`src/rtl/accel_sha256_round_engine_if.sv`:
```
`default_nettype none
// ============================================================================
// Module   : accel_sha256_round_engine_if
// Brief    : Block-in / digest-out handshake bundle for the SHA-256 engine.
// Revision : 1.0  initial release
// ============================================================================
interface accel_sha256_round_engine_if;
    logic         blk_valid;
    logic         blk_ready;
    logic [511:0] blk_data;
    logic         blk_first;
    logic         abort;
    logic         dig_valid;
    logic         dig_ready;
    logic [255:0] digest;
    logic         busy;

    modport master (
        output blk_valid, blk_data, blk_first, abort, dig_ready,
        input  blk_ready, dig_valid, digest, busy
    );

    modport slave (
        input  blk_valid, blk_data, blk_first, abort, dig_ready,
        output blk_ready, dig_valid, digest, busy
    );
endinterface
`default_nettype wire

```
`src/rtl/accel_sha256_round_engine.sv`:
```
`default_nettype none
// ============================================================================
// Module   : accel_sha256_round_engine
// Brief    : SHA-256 compression of one 512-bit block, UNROLL rounds per clock,
//            with feed-forward and IV-start or chained operation.
// Revision : 1.0  initial release
// ============================================================================
module accel_sha256_round_engine #(
    parameter int UNROLL = 1
) (
    input  logic                              clk,
    input  logic                              rst_n,
    accel_sha256_round_engine_if.slave        bus
);

    typedef enum logic [1:0] {
        S_IDLE  = 2'd0,
        S_ROUND = 2'd1,
        S_FINAL = 2'd2,
        S_DONE  = 2'd3
    } state_t;

    localparam logic [5:0]   C_STEP = 6'(UNROLL);
    localparam logic [5:0]   C_LAST = 6'(64 - UNROLL);
    localparam logic [255:0] C_IV   = {
        32'h6a09e667, 32'hbb67ae85, 32'h3c6ef372, 32'ha54ff53a,
        32'h510e527f, 32'h9b05688c, 32'h1f83d9ab, 32'h5be0cd19};
    localparam logic [31:0]  C_K [0:63] = '{
        32'h428a2f98, 32'h71374491, 32'hb5c0fbcf, 32'he9b5dba5, 32'h3956c25b, 32'h59f111f1, 32'h923f82a4, 32'hab1c5ed5,
        32'hd807aa98, 32'h12835b01, 32'h243185be, 32'h550c7dc3, 32'h72be5d74, 32'h80deb1fe, 32'h9bdc06a7, 32'hc19bf174,
        32'he49b69c1, 32'hefbe4786, 32'h0fc19dc6, 32'h240ca1cc, 32'h2de92c6f, 32'h4a7484aa, 32'h5cb0a9dc, 32'h76f988da,
        32'h983e5152, 32'ha831c66d, 32'hb00327c8, 32'hbf597fc7, 32'hc6e00bf3, 32'hd5a79147, 32'h06ca6351, 32'h14292967,
        32'h27b70a85, 32'h2e1b2138, 32'h4d2c6dfc, 32'h53380d13, 32'h650a7354, 32'h766a0abb, 32'h81c2c92e, 32'h92722c85,
        32'ha2bfe8a1, 32'ha81a664b, 32'hc24b8b70, 32'hc76c51a3, 32'hd192e819, 32'hd6990624, 32'hf40e3585, 32'h106aa070,
        32'h19a4c116, 32'h1e376c08, 32'h2748774c, 32'h34b0bcb5, 32'h391c0cb3, 32'h4ed8aa4a, 32'h5b9cca4f, 32'h682e6ff3,
        32'h748f82ee, 32'h78a5636f, 32'h84c87814, 32'h8cc70208, 32'h90befffa, 32'ha4506ceb, 32'hbef9a3f7, 32'hc67178f2};

    function automatic logic [31:0] f_rotr(input logic [31:0] x, input int n);
        return (x >> n) | (x << (32 - n));
    endfunction

    function automatic logic [31:0] f_bsig0(input logic [31:0] x);
        return f_rotr(x, 2) ^ f_rotr(x, 13) ^ f_rotr(x, 22);
    endfunction

    function automatic logic [31:0] f_bsig1(input logic [31:0] x);
        return f_rotr(x, 6) ^ f_rotr(x, 11) ^ f_rotr(x, 25);
    endfunction

    function automatic logic [31:0] f_ssig0(input logic [31:0] x);
        return f_rotr(x, 7) ^ f_rotr(x, 18) ^ (x >> 3);
    endfunction

    function automatic logic [31:0] f_ssig1(input logic [31:0] x);
        return f_rotr(x, 17) ^ f_rotr(x, 19) ^ (x >> 10);
    endfunction

    state_t       r_state;
    logic [5:0]   r_cnt;
    logic [255:0] r_wrk;
    logic [255:0] r_base;
    logic [511:0] r_win;
    logic [255:0] r_digest;
    logic         r_dig_valid;
    logic         r_busy;

    logic         w_accept;
    logic [255:0] w_base;
    logic [255:0] w_sum;
    logic [255:0] w_st  [0:UNROLL];
    logic [511:0] w_win [0:UNROLL];

    assign bus.blk_ready = (r_state == S_IDLE) || ((r_state == S_DONE) && bus.dig_ready);
    assign bus.dig_valid = r_dig_valid;
    assign bus.digest    = r_digest;
    assign bus.busy      = r_busy;

    assign w_accept = bus.blk_valid && bus.blk_ready;
    assign w_base   = bus.blk_first ? C_IV : r_digest;

    // Chain of UNROLL combinational rounds; word 0 of each window sits in the top bits.
    assign w_st[0]  = r_wrk;
    assign w_win[0] = r_win;

    for (genvar gi = 0; gi < UNROLL; gi++) begin : g_round
        logic [31:0]  w_a, w_b, w_c, w_d, w_e, w_f, w_g, w_h;
        logic [31:0]  w_kw, w_t1, w_t2, w_new;
        logic [5:0]   w_t;
        logic [511:0] w_cur;

        assign w_cur = w_win[gi];
        assign {w_a, w_b, w_c, w_d, w_e, w_f, w_g, w_h} = w_st[gi];
        assign w_t   = r_cnt + 6'(gi);
        assign w_kw  = C_K[w_t] + w_cur[511:480];
        assign w_t1  = w_h + f_bsig1(w_e) + ((w_e & w_f) ^ (~w_e & w_g)) + w_kw;
        assign w_t2  = f_bsig0(w_a) + ((w_a & w_b) ^ (w_a & w_c) ^ (w_b & w_c));
        assign w_new = f_ssig1(w_cur[63:32]) + w_cur[223:192]
                     + f_ssig0(w_cur[479:448]) + w_cur[511:480];

        assign w_st[gi+1]  = {w_t1 + w_t2, w_a, w_b, w_c, w_d + w_t1, w_e, w_f, w_g};
        assign w_win[gi+1] = {w_cur[479:0], w_new};
    end

    for (genvar gj = 0; gj < 8; gj++) begin : g_feed_fwd
        assign w_sum[255-32*gj -: 32] = r_base[255-32*gj -: 32] + r_wrk[255-32*gj -: 32];
    end

    always_ff @(posedge clk or negedge rst_n) begin
        if (!rst_n) begin
            r_state     <= S_IDLE;
            r_cnt       <= '0;
            r_wrk       <= '0;
            r_base      <= '0;
            r_win       <= '0;
            r_digest    <= '0;
            r_dig_valid <= 1'b0;
            r_busy      <= 1'b0;
        end else if (w_accept) begin
            // Acceptance only happens in IDLE or DONE, where abort has no effect.
            r_base      <= w_base;
            r_wrk       <= w_base;
            r_win       <= bus.blk_data;
            r_cnt       <= '0;
            r_dig_valid <= 1'b0;
            r_busy      <= 1'b1;
            r_state     <= S_ROUND;
        end else begin
            case (r_state)
                S_ROUND: begin
                    if (bus.abort) begin
                        r_state <= S_IDLE;
                        r_busy  <= 1'b0;
                        r_cnt   <= '0;
                    end else begin
                        r_wrk <= w_st[UNROLL];
                        r_win <= w_win[UNROLL];
                        r_cnt <= r_cnt + C_STEP;
                        if (r_cnt == C_LAST) begin
                            r_state <= S_FINAL;
                        end
                    end
                end
                S_FINAL: begin
                    r_busy <= 1'b0;
                    r_cnt  <= '0;
                    if (bus.abort) begin
                        r_state <= S_IDLE;
                    end else begin
                        r_digest    <= w_sum;
                        r_dig_valid <= 1'b1;
                        r_state     <= S_DONE;
                    end
                end
                S_DONE: begin
                    if (bus.dig_ready) begin
                        r_dig_valid <= 1'b0;
                        r_state     <= S_IDLE;
                    end
                end
                default: begin
                    r_state <= S_IDLE;
                end
            endcase
        end
    end

endmodule
`default_nettype wire

```
`src/flat_wrapper.sv`:
```
// flat-port wrapper written by rule: the top's interface ports become plain ports
module accel_sha256_round_engine_flat 
#(
    parameter int UNROLL = 1
)
  (clk, rst_n, bus_blk_valid, bus_blk_data, bus_blk_first, bus_abort, bus_dig_ready, bus_blk_ready, bus_dig_valid, bus_digest, bus_busy);
  accel_sha256_round_engine_if bus_i ();
  input  logic clk;
  input  logic rst_n;
  input wire logic [$bits(bus_i.blk_valid)-1:0] bus_blk_valid;
  input wire logic [$bits(bus_i.blk_data)-1:0] bus_blk_data;
  input wire logic [$bits(bus_i.blk_first)-1:0] bus_blk_first;
  input wire logic [$bits(bus_i.abort)-1:0] bus_abort;
  input wire logic [$bits(bus_i.dig_ready)-1:0] bus_dig_ready;
  output wire logic [$bits(bus_i.blk_ready)-1:0] bus_blk_ready;
  output wire logic [$bits(bus_i.dig_valid)-1:0] bus_dig_valid;
  output wire logic [$bits(bus_i.digest)-1:0] bus_digest;
  output wire logic [$bits(bus_i.busy)-1:0] bus_busy;
  assign bus_i.blk_valid = bus_blk_valid;
  assign bus_i.blk_data = bus_blk_data;
  assign bus_i.blk_first = bus_blk_first;
  assign bus_i.abort = bus_abort;
  assign bus_i.dig_ready = bus_dig_ready;
  assign bus_blk_ready = bus_i.blk_ready;
  assign bus_dig_valid = bus_i.dig_valid;
  assign bus_digest = bus_i.digest;
  assign bus_busy = bus_i.busy;
  accel_sha256_round_engine #(.UNROLL(UNROLL)) u_core (.clk(clk), .rst_n(rst_n), .bus(bus_i));
endmodule
```
`config.mk`:
```
export PLATFORM = sky130hd
export DESIGN_NAME = accel_sha256_round_engine_flat
export DESIGN_NICKNAME = d
export VERILOG_FILES = /design/src/rtl/accel_sha256_round_engine_if.sv /design/src/rtl/accel_sha256_round_engine.sv /design/src/flat_wrapper.sv
export SDC_FILE = /design/constraint.sdc
export NUM_CORES = 2
export LEC_CHECK = 0
export CORE_AREA = 2 2 521 523
export DETAILED_ROUTE_END_ITERATION = 8
export DIE_AREA = 0 0 523 525
export PLACE_DENSITY_LB_ADDON = 0.3
export SLEW_MARGIN = 20
export SYNTH_ARGS = -nofsm -noshare
export SYNTH_HDL_FRONTEND = slang
export SYNTH_SLANG_ARGS = --single-unit
```
`constraint.sdc`:
```
create_clock -name clk -period 15.3 [get_ports clk]
set_input_delay 3.06 -clock clk [delete_from_list [all_inputs] [get_ports clk]]
set_output_delay 3.06 -clock clk [all_outputs]
set_load 0.02 [all_outputs]
```
==> flow_summary_export.csv <==
group,metric,value,unit
timing,maxSlewHeadroom,0.0919,
drt,ant_nets,0,
timing,worst_pin_slew,1.36,ns
logic_synthesis,ys_seq_area_frac,0.402,
timing,post-route-min-period,10.62,ns
logic_synthesis,yosys_warnings,0,
logic_synthesis,ys.flop_type,"dfrtp_1",
clock_tree,cts_tree,"done",
logic_synthesis,synth-edff-count,0,
timing,final_hold_viol_count,0,
global_route,grtUsageTotal,0.257,
timing,tns,0,ns
worst_setup_path,reg2reg_depth,35,
logic_synthesis,syn_area,0.0803,mm2
logic_synthesis,yosys.area.top_type,"dfrtp_1",
drt,vias,73300,
drt,routedWlPerCell,26.6,um
global_route,grt_max_degree,206,
timing,skew,0.0782,ns
clock_tree,cts_resized,0,
drt,drtIter0Drc,7977,
logic_synthesis,syn_avg_cell_area,8.50,um2
final_layout,layout-drive-gt1-share,0.0460,
drt,drt_first_pass_iters,6,
die,row_count,191,
clock_tree,numClockSinks,1290,
logic_synthesis,synth.distinct_cells,86,
logic_synthesis,synth_top_area_frac,0.402,
worst_setup_path,slowest_stage,"dfrtp_1",
worst_setup_path,critPathMaxStageDelay,0.70,ns
worst_setup_path,cp-start-kind,"flip-flop",
clock_tree,clockBufferDepth,3,
clock_tree,cts.root.buffer_cell,"clkbuf_16",
clock_tree,cts_buffers,157,
clock_tree,hold_buffers,0,
global_route,antenna_found_initial,59,
timing,maxSlewViolCount,0,
worst_setup_path,worstPathMaxFanout,16,
placement,dp_hpwl,275000,um
timing,setup_viol,0,
worst_setup_path,end_kind,"flip-flop",
drt,via_per_inst,5.38,
clock_tree,h-tree-depth,4,
drt,route.detailed.drc,0,
timing,finalCritPeriodShare,0.694,
final_layout,area_delta_synth_final,20.8,%
timing,rsz0062_at_grt,"false",
logic_synthesis,synth_cells,9443,
worst_setup_path,crit_arrival,11.36,ns
run_status,status,"finished clean",
placement,portBuffers,776,
worst_hold_path,min_path_cells,2,
drt,postRouteWirelength,362000,um
logic_synthesis,synth_most_common_cell,"nand2_1",
global_route,overflow,0,
die,dieArea,0.275,mm2
die,io_pins,777,
logic_synthesis,synth_async_sr_flop_share,1.00,
clock_tree,clk_latency,0.87,ns
worst_setup_path,required,16.04,ns
global_route,grt_pass1_wl,517000,um
global_route,first_global_vias,70900,
logic_synthesis,synth_nets,10600,
die,core-area,0.269,mm2
clock_tree,clk_pin_slew,0.06,ns
die,fp.dieW,523,um
worst_setup_path,crit_type,"flip-flop to flip-flop",
logic_synthesis,synthTopCellsByCount,"2004 x nand2_1, 1290 x dfrtp_1, 1143 x nor2_1",
logic_synthesis,ys_top_cells_by_area,"dfrtp_1 40%, nand2_1 9.4%, ha_1 6.2%",
timing,fmax,0.0941,GHz
die,initial_core_util,0.298,
placement,place_congestion,0.944,
logic_synthesis,ys_ff_latch,1290,
die,die_h,525,um
final_layout,fillers,27600,
clock_tree,cts_setup_buffers,0,
final_layout,fin_nets,11000,
worst_hold_path,hold_path.class,"flip-flop to flip-flop",
run,max-cap-violations,0,
==> registers in the layout, indices dropped and copies added, names as in the netlist <==
| name | flops |
|---|---|
| u_core.bus.busy | 1 |
| u_core.bus.dig_valid | 1 |
| u_core.bus.digest | 256 |
| u_core.g_round.w_cur | 512 |
| u_core.r_base | 256 |
| u_core.r_cnt | 6 |
| u_core.r_state | 2 |
| u_core.r_wrk | 256 |
==> worst paths after layout <==
path	to	startpoint	slack, ns
worst max-delay path	u_core.r_wrk[255]	u_core.r_cnt[0]	4.68
worst min-delay path	u_core.r_base[125]	u_core.r_base[125]	0.48
worst max register to register	u_core.r_wrk[255]	u_core.r_cnt[0]	4.68
worst min register to register	u_core.r_base[125]	u_core.r_base[125]	0.48
max in group asynchronous	u_core.g_round[0].w_cur[370]	rst_n	10.09
min in group asynchronous	u_core.bus.digest[206]	rst_n	2.26
==> cells in the final DEF (no fill, tap or decap), types with 23 or more instances in the layout <==
master              n
o31ai_1            28
a211oi_1           57
nand2b_1           61
or3_1              30
nand2_1          2001
nor2_1           1142
nand4_1            27
buf_4             102
clkdlybuf4s50_1   774
o21bai_1           47
a21oi_1           440
o21a_1             61
nor2b_1            57
clkbuf_1           24
clkinv_2           23
clkbuf_16         157
and3_1             38
o21ai_0           596
nand3b_1           97
inv_1             271
xor2_1            179
a31oi_1           641
ha_1              395
nand3_1            75
a21o_1            175
xnor2_1           388
o211ai_1           36
clkbuf_8           42
nor3_1             60
fa_1              195
diode_2            37
dfrtp_1          1287
mux2i_1            92
==> stage by stage <==
stage,cells,hold WS (ns),utilization,area [um2],worst slack [ns]
floorplan,9443,0.445,-,80300,6.76
global placement,13300,0.458,0.339,91300,4.73
CTS,13600,0.482,0.360,96900,4.71
detailed placement,13300,0.469,0.339,91300,4.73
finish,13600,0.482,0.360,97000,4.68
global route,13600,0.500,0.360,96900,3.98
==> routing by layer <==
metal / global-route usage / vias up / part of all wire
li1: - / 33200 / -
met1: 0.356 / 36600 / 0.44
met2: 0.383 / 2911 / 0.44
met3: 0.0581 / 535 / 0.081
met4: 0.106 / 34 / 0.043
met5: 0 / - / 0.00063
==> worst max-delay path: cells and delay by family, from the launching register on <==
| family | cells | cell delay, ns |
|---|---|---|
| adder cells (fa/ha/maj) | 7 | 2.74 |
| AND/OR/NAND/NOR | 4 | 0.88 |
| AO/OA/AOI/OAI | 18 | 5.02 |
| XOR/XNOR | 1 | 0.27 |
| buffers and inverters | 4 | 0.70 |
| multiplexers | 1 | 0.13 |
| flip-flops | 1 | 0.70 |
==> final cells by class <==
type	instances	area, um2	share of cell area
timing repair buffer	888	8730	0.0900
inverter	274	1030	0.0106
clock buffer	223	4600	0.0474
multi-input combinational	7274	44800	0.462
antenna	37	92.6	0.000955
tap	3570	4470	0.0461
clock inverter	66	1010	0.0104
sequential	1290	32300	0.333
==> cells by family after synthesis <==
| kind of cell | count (synthesis) | share of synthesized area |
|---|---|---|
| buffers and inverters | 879 | 0.0411 |
| muxes | 121 | 0.0164 |
| adders and majority gates | 612 | 0.113 |
| and+or+nand+nor | 3667 | 0.188 |
| xor gates and xnor gates | 567 | 0.0619 |
| DFF | 1290 | 0.402 |
| AOI/OAI and AO/OA | 2307 | 0.178 |
Power is left out: the tool's default activity adds up to more than one toggle a clock period on the data nets, which glitch-free logic cannot reach.
